--- src/rtl/tx_sched_pkg.sv ---
`default_nettype none
// ============================================================================
// Module   : tx_sched_pkg
// Brief    : Shared FSM state encoding and requester indices for tx_resp_scheduler.
// Revision : 1.0
// ============================================================================
package tx_sched_pkg;

  typedef enum logic [1:0] {
    IDLE    = 2'd0,
    WAIT_HI = 2'd1,
    WAIT_LO = 2'd2
  } state_t;

  localparam logic REQ_ALU = 1'b0;
  localparam logic REQ_RF  = 1'b1;

endpackage
`default_nettype wire

--- src/rtl/tx_sched_fifo.sv ---
`default_nettype none
// ============================================================================
// Module   : tx_sched_fifo
// Brief    : DEPTH x DATA_WIDTH FIFO, two ordered write ports, one read port.
// Revision : 1.0
// ============================================================================
module tx_sched_fifo #(
  parameter int DATA_WIDTH = 8,
  parameter int DEPTH      = 4
) (
  input  logic                     clk,
  input  logic                     rst_n,
  input  logic                     wr0_en,
  input  logic [DATA_WIDTH-1:0]    wr0_data,
  input  logic                     wr1_en,
  input  logic [DATA_WIDTH-1:0]    wr1_data,
  input  logic                     rd_en,
  output logic [DATA_WIDTH-1:0]    rd_data,
  output logic                     full,
  output logic                     empty,
  output logic [$clog2(DEPTH):0]   free_cnt
);

  localparam int AW = $clog2(DEPTH);
  localparam int PW = AW + 1;

  logic [DATA_WIDTH-1:0] r_mem [DEPTH];
  logic [PW-1:0]         r_wptr;
  logic [PW-1:0]         r_rptr;
  logic [PW-1:0]         w_used;
  logic [AW-1:0]         w_waddr0;
  logic [AW-1:0]         w_waddr1;

  // Port 1 is only used together with port 0, so it lands in the following slot.
  assign w_waddr0 = r_wptr[AW-1:0];
  assign w_waddr1 = w_waddr0 + AW'(1);

  always_ff @(posedge clk) begin
    if (wr0_en) r_mem[w_waddr0] <= wr0_data;
    if (wr1_en) r_mem[w_waddr1] <= wr1_data;
  end

  always_ff @(posedge clk or negedge rst_n) begin
    if (!rst_n) begin
      r_wptr <= '0;
      r_rptr <= '0;
    end else begin
      r_wptr <= r_wptr + PW'(wr0_en) + PW'(wr1_en);
      r_rptr <= r_rptr + PW'(rd_en);
    end
  end

  assign rd_data  = r_mem[r_rptr[AW-1:0]];
  assign empty    = (r_wptr == r_rptr);
  assign full     = (r_wptr[AW] != r_rptr[AW]) && (r_wptr[AW-1:0] == r_rptr[AW-1:0]);
  assign w_used   = r_wptr - r_rptr;
  assign free_cnt = PW'(DEPTH) - w_used;

endmodule
`default_nettype wire

--- src/rtl/tx_resp_scheduler.sv ---
`default_nettype none
// ============================================================================
// Module   : tx_resp_scheduler
// Brief    : Queues ALU / register-file results and paces them byte by byte
//            to the UART TX synchronizer using the TX busy handshake.
//            TX_SCHED_RR_EN selects round-robin instead of fixed ALU priority.
// Revision : 1.0
// ============================================================================
module tx_resp_scheduler
  import tx_sched_pkg::*;
#(
  parameter int DATA_WIDTH    = 8,
  parameter int DEPTH         = 4,
  parameter int BUSY_WAIT_MAX = 255
) (
  input  logic                  clk,
  input  logic                  rst_n,
  input  logic [DATA_WIDTH-1:0] alu_out,
  input  logic                  alu_vld,
  input  logic [DATA_WIDTH-1:0] rf_data,
  input  logic                  rf_vld,
  input  logic                  tx_busy,
  output logic [DATA_WIDTH-1:0] tx_p_data,
  output logic                  tx_d_vld,
  output logic                  fifo_full,
  output logic                  drop,
  output logic                  timeout,
  output logic                  idle
);

  localparam int CW = $clog2(BUSY_WAIT_MAX + 1);
  localparam int FW = $clog2(DEPTH) + 1;
  localparam logic [CW-1:0] c_WAIT_MAX = CW'(BUSY_WAIT_MAX);

  state_t                r_state, w_state_nxt;
  logic [CW-1:0]         r_cnt, w_cnt_nxt, w_cnt_inc;
  logic [DATA_WIDTH-1:0] r_tx_p_data, w_tx_p_data_nxt;
  logic                  r_tx_d_vld, w_tx_d_vld_nxt;
  logic                  r_timeout, w_timeout_nxt;
  logic                  r_drop, w_drop_nxt;
  logic                  w_pop;

  logic                  w_wr0_en, w_wr1_en;
  logic [DATA_WIDTH-1:0] w_wr0_data, w_wr1_data;
  logic [DATA_WIDTH-1:0] w_head;
  logic                  w_full, w_empty;
  logic [FW-1:0]         w_free;
  logic                  w_first_idx;
  logic                  w_both;

  assign w_both = alu_vld && rf_vld;

`ifdef TX_SCHED_RR_EN
  logic r_rr_first;

  always_ff @(posedge clk or negedge rst_n) begin
    if (!rst_n)      r_rr_first <= REQ_ALU;
    else if (w_both) r_rr_first <= ~r_rr_first;
  end

  assign w_first_idx = r_rr_first;
`else
  assign w_first_idx = REQ_ALU;
`endif

  // Free count comes from registered pointers, so a same-cycle pop never helps.
  always_comb begin
    w_wr0_en   = 1'b0;
    w_wr1_en   = 1'b0;
    w_wr0_data = alu_out;
    w_wr1_data = rf_data;
    w_drop_nxt = 1'b0;
    if (w_both) begin
      w_wr0_data = (w_first_idx == REQ_RF) ? rf_data : alu_out;
      w_wr1_data = (w_first_idx == REQ_RF) ? alu_out : rf_data;
      if (w_free >= FW'(2)) begin
        w_wr0_en = 1'b1;
        w_wr1_en = 1'b1;
      end else begin
        w_wr0_en   = (w_free != '0);
        w_drop_nxt = 1'b1;
      end
    end else if (alu_vld || rf_vld) begin
      w_wr0_data = alu_vld ? alu_out : rf_data;
      w_wr0_en   = (w_free != '0);
      w_drop_nxt = (w_free == '0);
    end
  end

  tx_sched_fifo #(
    .DATA_WIDTH (DATA_WIDTH),
    .DEPTH      (DEPTH)
  ) u_fifo (
    .clk      (clk),
    .rst_n    (rst_n),
    .wr0_en   (w_wr0_en),
    .wr0_data (w_wr0_data),
    .wr1_en   (w_wr1_en),
    .wr1_data (w_wr1_data),
    .rd_en    (w_pop),
    .rd_data  (w_head),
    .full     (w_full),
    .empty    (w_empty),
    .free_cnt (w_free)
  );

  assign w_cnt_inc = (r_cnt == c_WAIT_MAX) ? r_cnt : r_cnt + CW'(1);

  always_comb begin
    w_state_nxt     = r_state;
    w_cnt_nxt       = r_cnt;
    w_tx_p_data_nxt = r_tx_p_data;
    w_tx_d_vld_nxt  = 1'b0;
    w_timeout_nxt   = 1'b0;
    w_pop           = 1'b0;
    case (r_state)
      IDLE: begin
        if (!w_empty && !tx_busy) begin
          w_tx_p_data_nxt = w_head;
          w_tx_d_vld_nxt  = 1'b1;
          w_pop           = 1'b1;
          w_cnt_nxt       = '0;
          w_state_nxt     = WAIT_HI;
        end
      end
      WAIT_HI: begin
        if (tx_busy) begin
          w_state_nxt = WAIT_LO;
        end else begin
          w_cnt_nxt = w_cnt_inc;
          if (w_cnt_inc == c_WAIT_MAX) begin
            w_timeout_nxt = 1'b1;
            w_state_nxt   = IDLE;
          end
        end
      end
      WAIT_LO: begin
        if (!tx_busy) w_state_nxt = IDLE;
      end
      default: w_state_nxt = IDLE;
    endcase
  end

  always_ff @(posedge clk or negedge rst_n) begin
    if (!rst_n) begin
      r_state     <= IDLE;
      r_cnt       <= '0;
      r_tx_p_data <= '0;
      r_tx_d_vld  <= 1'b0;
      r_timeout   <= 1'b0;
      r_drop      <= 1'b0;
    end else begin
      r_state     <= w_state_nxt;
      r_cnt       <= w_cnt_nxt;
      r_tx_p_data <= w_tx_p_data_nxt;
      r_tx_d_vld  <= w_tx_d_vld_nxt;
      r_timeout   <= w_timeout_nxt;
      r_drop      <= w_drop_nxt;
    end
  end

  assign tx_p_data = r_tx_p_data;
  assign tx_d_vld  = r_tx_d_vld;
  assign timeout   = r_timeout;
  assign drop      = r_drop;
  assign fifo_full = w_full;
  assign idle      = (r_state == IDLE) && w_empty;

endmodule
`default_nettype wire

--- config.mk ---
export PLATFORM = sky130hd
export DESIGN_NAME = tx_resp_scheduler
export DESIGN_NICKNAME = d
export VERILOG_FILES = /design/src/rtl/tx_sched_pkg.sv /design/src/rtl/tx_sched_fifo.sv /design/src/rtl/tx_resp_scheduler.sv
export SDC_FILE = /design/constraint.sdc
export NUM_CORES = 1
export LEC_CHECK = 0
export CAP_MARGIN = 20
export CORE_MARGIN = 2
export CORE_UTILIZATION = 30
export DETAILED_ROUTE_END_ITERATION = 7
export GPL_TIMING_DRIVEN = 0
export RECOVER_POWER = 25
export SYNTH_ARGS = -nofsm -noshare
export SYNTH_HDL_FRONTEND = slang
export SYNTH_SLANG_ARGS = --single-unit
--- constraint.sdc ---
create_clock -name clk -period 2.9 [get_ports clk]
set_clock_uncertainty 0.05 [all_clocks]
set_input_delay 0.58 -clock clk [delete_from_list [all_inputs] [get_ports clk]]
set_output_delay 0.58 -clock clk [all_outputs]
set_load 0.01 [all_outputs]
==> results.cfg, run 1 <==
[status]
run_status = finished clean

[synthesis]
synth_most_common_cell = sky130_fd_sc_hd__edfxtp_1
ys_warn_count = 0
syn-instance-count = 269
ys_dominant_reg_cell = sky130_fd_sc_hd__edfxtp_1
fraction_of_the_yosys_area_taken_by_sequential_cells_pct = 49.7
synth_top_area_share_pct = 29.2
ys_async_sr_fraction_pct = 45.8
syn_avg_cell_area_um2 = 12.2
synth_top_cells_by_area = sky130_fd_sc_hd__edfxtp_1, sky130_fd_sc_hd__dfrtp_1, sky130_fd_sc_hd__mux2_2, sky130_fd_sc_hd__mux4_2, sky130_fd_sc_hd__o221ai_1
synth.cells.most_frequent = sky130_fd_sc_hd__edfxtp_1, sky130_fd_sc_hd__dfrtp_1, sky130_fd_sc_hd__nand2_1, sky130_fd_sc_hd__mux2_2, sky130_fd_sc_hd__nand3_1
synthesis.area_um2 = 3290
nets_in_the_synthesized_netlist = 298
synth_top_cell_by_area = sky130_fd_sc_hd__edfxtp_1
synth_cell_types = 53
number_of_flops_mapped_to_enable_cells_by_yosys = 32
synth.ff_latch_count = 59

[floorplan]
die-height_um = 109
io-pin-count = 34
floorplan.initialDensity_pct = 30.5
die_area_um2 = 11800
floorplan.rows = 38
die_x_um = 109
core_region_area_um2 = 10800

[worst_hold_path]
holdCritStartpoint = tx_p_data[0]
hp-class = register to register

[drt]
initialDrtViolationCount = 176
detail_route.wl_per_cell_um = 17.5
drt-total-wl_um = 8180
avgViaCountPerCell = 5.31
first_pass_iters = 4
routed-via-count = 2485
ant_nets = 0
drc = 0

[finish]
final_layout_size_suffix_gt1_share_pct = 25.0
final_nets = 352
antenna_cells = 0
layout-area-overhead-vs-synth_pct = 26.1

[grt]
grt-ovfl-total = 0
grt_util_all_layers_pct = 15.0
grt_first_pass_wirelength_um = 13200
grt_max_degree = 16
first_global_vias = 2554
antenna_violations_before_repair = 0

[clock_network]
clk_latency_ns = 0.35
clk_pin_slew_ns = 0.07
numClockSinks = 59
cts_root_buffer = sky130_fd_sc_hd__clkbuf_8
h-tree-depth = 3
numCtsBuffers = 9
cts.path.max_buffers = 2
cts_tree = built

[sta]
finalWorstPathRequiredPeriod_ns = 2.76
timing_worst_slew_pin_value_ns = 0.927
maxSlewHeadroom_pct = 38.2
totalNegativeSetupSlack_ns = 0
report.final.setup_viol = 0
hold_vio_cnt_final = 0
fmax_mhz = 363
layout_worst_path_cycle_share_pct = 95.1
slew_viol_final = 0
grt_setup_unrepaired = false

[power_and_ir_drop]
power-per-cell-area_nw_per_um2 = 1250
int_power_mw = 3.07
p_comb_share_pct = 56.5
p_sw_mw = 2.13
power_leakage_nw = 1.50
p_seq_share_pct = 29.6
p_sw_share_pct = 41.0
portion_of_total_power_attributed_to_the_clock_network_pct = 13.9
vdd_ir_drop_max_v = 0.000416
totalPowerFinal_mw = 5.20

[setup_path]
reg2reg_setup_slack_ns = 0.14
startpoint = u_fifo.r_wptr[1]
worst_ep_arrival_time_ns = 2.81
critical_path_peak_fanout = 9
timing_worst_setup_path_type = register to register
end_kind = register
critPathLaunchType = register
rr_startpoint = u_fifo.r_wptr[1]
crit_required_ns = 2.95

[run]
drv_cap = 0

[placed_design]
numPortBuffers = 32
finalWeightedCongestion = 0.883
detailedPlacementHpwl_um = 5510
[state kept, by name, summed over array words and instances (netlist names)]
signal and cells:
u_fifo.r_mem 32, r_cnt 8, timeout 1, tx_d_vld 1, u_fifo.r_rptr 3, tx_p_data 8
r_state 2, drop 1, u_fifo.r_wptr 3
[path summary, 6_finish.rpt]
kind,cells after the start,end
min in group asynchronous,1,u_fifo.r_wptr[1]
worst min-delay path,1,tx_p_data[0]
worst max register to register,11,u_fifo.r_mem[0][1]
worst max-delay path,11,u_fifo.r_mem[0][1]
max in group asynchronous,2,r_state[0]
worst min register to register,1,tx_p_data[0]
[metrics by stage]
stage	instance area (µm²)	hold WS, ns	cells	util, %	setup slack [ns]
3_5_place_dp	3840	0.445	445	35.6	-0.908
4_1_cts	4110	0.460	465	38.1	-0.00678
5_1_grt	4150	0.476	468	38.5	0.0117
6_report	4150	0.453	468	38.5	0.143
2_1_floorplan	3290	0.234	269	-	-0.203
3_3_place_gp	3790	0.434	441	35.1	-1.03
[metal layers]
layer	track usage [%]	part of all wire, %
met2	24.8	50
met3	4.24	5.2
met1	18.6	43
met4	6.14	1.6
met5	0	0
[power groups by stage]
stage	clock (mW)	combinational (mW)	sequential, mW
final	0.721	2.94	1.54
after global routing	0.774	3.17	1.58
after CTS	0.731	2.74	1.54
after detailed placement	0	2.49	1.55
after floorplan	0	1.71	1.54
after global placement	0	2.39	1.54
[area by class of cell]
class	instances	area, µm²
repair buffers	43	398
clock inverters	6	56.3
multi-input cells	184	1640
clock buffers	10	128
fillers	1020	6640
plain buffers	16	78.8
flip-flops and latches	59	1640
well taps	140	175
inverters	10	37.5
[kinds of logic after synthesis]
| logic type | Yosys count | synth area share (%) |
|---|---|---|
| muxes | 36 | 14.9 |
| buffers and inverters | 26 | 3.12 |
| adders and majority gates | 8 | 3.27 |
| xor gates and xnor gates | 8 | 3.50 |
| DFF | 59 | 49.7 |
| and+or+nand+nor | 86 | 13.6 |
| AOI/OAI and AO/OA | 46 | 11.8 |
[cells in the final DEF, fill, tap and decap left out, types with 8 or more instances in the layout]
cell type / instances
sky130_fd_sc_hd__buf_4: 10
sky130_fd_sc_hd__clkbuf_1: 9
sky130_fd_sc_hd__clkbuf_8: 10
sky130_fd_sc_hd__clkdlybuf4s50_1: 25
sky130_fd_sc_hd__dfrtp_1: 27
sky130_fd_sc_hd__edfxtp_1: 32
sky130_fd_sc_hd__inv_1: 9
sky130_fd_sc_hd__mux2_2: 23
sky130_fd_sc_hd__mux4_2: 8
sky130_fd_sc_hd__nand2_1: 24
sky130_fd_sc_hd__nand3_1: 17
sky130_fd_sc_hd__nand3b_1: 9
sky130_fd_sc_hd__nor2_1: 10
sky130_fd_sc_hd__o221ai_1: 14
[timing repair]
action	4_1_cts	5_1_grt
pin swaps	3	4
setup buffers	4	3
setup endpoints to repair	72	59
gates resized for setup	15	7
hold buffers	0	0
[critical path: stages (launching register included)]
cell	delay (ns)
sky130_fd_sc_hd__dfrtp_1	0.39
sky130_fd_sc_hd__clkbuf_4	0.18
sky130_fd_sc_hd__inv_2	0.11
sky130_fd_sc_hd__ha_4	0.22
sky130_fd_sc_hd__ha_1	0.22
sky130_fd_sc_hd__xnor2_2	0.20
sky130_fd_sc_hd__buf_4	0.18
sky130_fd_sc_hd__xor2_4	0.29
sky130_fd_sc_hd__buf_4	0.18
sky130_fd_sc_hd__a21oi_4	0.05
sky130_fd_sc_hd__buf_4	0.16
sky130_fd_sc_hd__mux2_2	0.27
Power figures use the tool's default switching activity.
==> run 2, diff against run 1 <==
--- a/config.mk
+++ b/config.mk
@@ -11,6 +11,8 @@
 export DETAILED_ROUTE_END_ITERATION = 7
 export GPL_TIMING_DRIVEN = 0
 export RECOVER_POWER = 25
+export SLEW_MARGIN = 5
 export SYNTH_ARGS = -nofsm -noshare
 export SYNTH_HDL_FRONTEND = slang
+export SYNTH_HIERARCHICAL = 1
 export SYNTH_SLANG_ARGS = --single-unit
==> results.cfg, run 2 <==
[status]
run_status = finished clean

[grt]
antenna_violations_before_repair = 0
grt_max_degree = 15
grt-ovfl-total = 0
grt_util_all_layers_pct = 13.0
first_global_vias = 2094
grt_first_pass_wirelength_um = 11100

[clock_network]
cts_tree = built
clk_pin_slew_ns = 0.07
numCtsBuffers = 9
numClockSinks = 59
cts.path.max_buffers = 2
h-tree-depth = 3
cts_root_buffer = sky130_fd_sc_hd__clkbuf_8
clk_latency_ns = 0.35

[finish]
final_nets = 321
top_register = u_fifo/r_mem
antenna_cells = 0
layout-area-overhead-vs-synth_pct = 25.9
final_area_um2 = 3970
util_after_layout_pct = 38.6
number_of_flip_flops_under_the_largest_register_name = 32
final_layout_size_suffix_gt1_share_pct = 31.6
final_common_cell = sky130_fd_sc_hd__mux2_2
layout.cells.most_common_list = sky130_fd_sc_hd__mux2_2, sky130_fd_sc_hd__edfxtp_1, sky130_fd_sc_hd__nand2_1

[setup_path]
critical_path_peak_fanout = 6
critPathLaunchType = register
crit_required_ns = 2.94
end_kind = register
worst_ep_arrival_time_ns = 2.86
reg2reg_setup_slack_ns = 0.08
timing_worst_setup_path_type = register to register

[placed_design]
dpl_cell_area_um2 = 3690
detailedPlacementHpwl_um = 4590
place_ws_ns = -0.152
finalWeightedCongestion = 0.848
numPortBuffers = 33

[power_and_ir_drop]
totalPowerFinal_mw = 4.09
portion_of_total_power_attributed_to_the_clock_network_pct = 18.6
int_power_mw = 2.61
p_sw_mw = 1.48
p_comb_share_pct = 45.5
power-per-cell-area_nw_per_um2 = 1030
vdd_ir_drop_max_v = 0.000318
power_leakage_nw = 1.58
p_seq_share_pct = 35.9
p_sw_share_pct = 36.2

[drt]
drc = 0
routed-via-count = 2025
drt-total-wl_um = 6780
wl_met3_um = 230
met2RoutedLength_um = 3370
topRoutingLayerUsed = met4
initialDrtViolationCount = 112
ant_nets = 0
detail_route.wl_per_cell_um = 15.7
avgViaCountPerCell = 4.68
wl_met1_um = 3010
first_pass_iters = 4

[sta]
hold_vio_cnt_final = 0
slew_viol_final = 0
maxSlewHeadroom_pct = 45.0
timing_worst_slew_pin_value_ns = 0.825
fmax_mhz = 355
post-route-worst-setup-slack_ns = 0.0807
report.final.setup_viol = 0
finalWorstPathRequiredPeriod_ns = 2.82
layout_worst_path_cycle_share_pct = 97.2

[synthesis]
ys_dominant_reg_cell = sky130_fd_sc_hd__edfxtp_1
synth_top_cells_by_area = sky130_fd_sc_hd__edfxtp_1, sky130_fd_sc_hd__dfrtp_1, sky130_fd_sc_hd__mux2_2, sky130_fd_sc_hd__mux4_2, sky130_fd_sc_hd__nand2_1
synthesis.area_um2 = 3150
fraction_of_the_yosys_area_taken_by_sequential_cells_pct = 51.9
syn-instance-count = 242
ys_async_sr_fraction_pct = 45.8
synth.ff_latch_count = 59
synth_top_area_share_pct = 30.5
syn_avg_cell_area_um2 = 13.0
number_of_flops_mapped_to_enable_cells_by_yosys = 32
synth_cell_types = 47
synth_top_cell_by_area = sky130_fd_sc_hd__edfxtp_1
nets_in_the_synthesized_netlist = 271
synth.cells.most_frequent = sky130_fd_sc_hd__mux2_2, sky130_fd_sc_hd__edfxtp_1, sky130_fd_sc_hd__nand2_1, sky130_fd_sc_hd__dfrtp_1, sky130_fd_sc_hd__inv_1
synth_most_common_cell = sky130_fd_sc_hd__mux2_2
ys_warn_count = 6

[floorplan]
die_x_um = 107
floorplan.initialDensity_pct = 30.7
die-height_um = 107
floorplan.rows = 37
io-pin-count = 34
die_area_um2 = 11300
core_region_area_um2 = 10300

[run]
drv_cap = 0

[worst_hold_path]
hp-class = register to register
[run 2: cell count changes after synthesis, moves of 6 or more]
cell                       change
sky130_fd_sc_hd__clkbuf_1      -7
sky130_fd_sc_hd__o221ai_1     -14
sky130_fd_sc_hd__nand3b_1      -9
sky130_fd_sc_hd__nand3_1      -10
sky130_fd_sc_hd__nand2_1       +6
sky130_fd_sc_hd__mux2_2       +17
[run 2: per-layer routing]
layer	GRT usage, %	vias to the layer above
met5	0	-
met4	5.57	0
met3	3.19	15
met2	22.0	40
met1	15.7	988
li1	-	982
[run 2: final cells by class]
class | instances | area (µm²)
Clock inverter | 7 | 77.6
Buffer | 11 | 93.8
Timing Repair Buffer | 39 | 394
Multi-Input combinational cell | 156 | 1410
Clock buffer | 9 | 124
Tap cell | 136 | 170
Fill cell | 1010 | 6310
Inverter | 16 | 62.6
Sequential cell | 59 | 1640
[run 2: repair_timing]
action	4_1_cts	5_1_grt
endpoints found under the setup margin	41	53
pin swaps	0	3
buffers inserted	2	3
hold buffers	0	0
resized for setup	3	11
[run 2: cells by family after synthesis]
kind of cell	after synthesis	synth area share, %
adders and majority gates	9	3.73
buffers and inverters	27	4.56
xor gates and xnor gates	9	2.50
DFF	59	51.9
muxes	51	21.0
AOI/OAI and AO/OA	18	3.93
and+or+nand+nor	69	12.4
[run 2: path summary, 6_finish.rpt]
check | start | end | depth (start not counted)
min in group asynchronous | rst_n | r_state[1] | 1
max in group asynchronous | rst_n | r_cnt[7] | 2
worst max register to register | u_fifo/r_wptr[1] | u_fifo/r_mem[1][4] | 11
worst min-delay path | tx_p_data[6] | tx_p_data[6] | 2
worst max-delay path | u_fifo/r_wptr[1] | u_fifo/r_mem[1][4] | 11
worst min register to register | tx_p_data[6] | tx_p_data[6] | 2
[run 2: metrics by stage]
step	hold WS, ns	instances	setup TNS, ns
2_1_floorplan	0.234	242	0
3_3_place_gp	0.413	411	-10.48
3_5_place_dp	0.418	412	-5.09
4_1_cts	0.435	430	-4.58
5_1_grt	0.467	433	-0.324
6_report	0.424	433	0
[run 2: power groups by stage]
| stage | registers [mW] | logic [mW] | clock network, mW |
|---|---|---|---|
| 3_3_place_gp | 1.48 | 1.65 | 0 |
| 2_1_floorplan | 1.47 | 1.15 | 0 |
| 4_1_cts | 1.47 | 1.76 | 0.788 |
| 3_5_place_dp | 1.49 | 1.72 | 0 |
| 6_report | 1.47 | 1.86 | 0.762 |
| 5_1_grt | 1.50 | 2.05 | 0.828 |
[run 2: critical path, stage by stage (launching register included)]
cell and delay [ns]:
sky130_fd_sc_hd__dfrtp_1 0.36, sky130_fd_sc_hd__buf_6 0.13, sky130_fd_sc_hd__inv_4 0.05, sky130_fd_sc_hd__ha_1 0.30, sky130_fd_sc_hd__ha_2 0.19, sky130_fd_sc_hd__xnor2_1 0.13
sky130_fd_sc_hd__xnor2_1 0.27, sky130_fd_sc_hd__o211a_1 0.22, sky130_fd_sc_hd__buf_6 0.12, sky130_fd_sc_hd__nor3b_4 0.24, sky130_fd_sc_hd__buf_6 0.16, sky130_fd_sc_hd__mux2_2 0.34
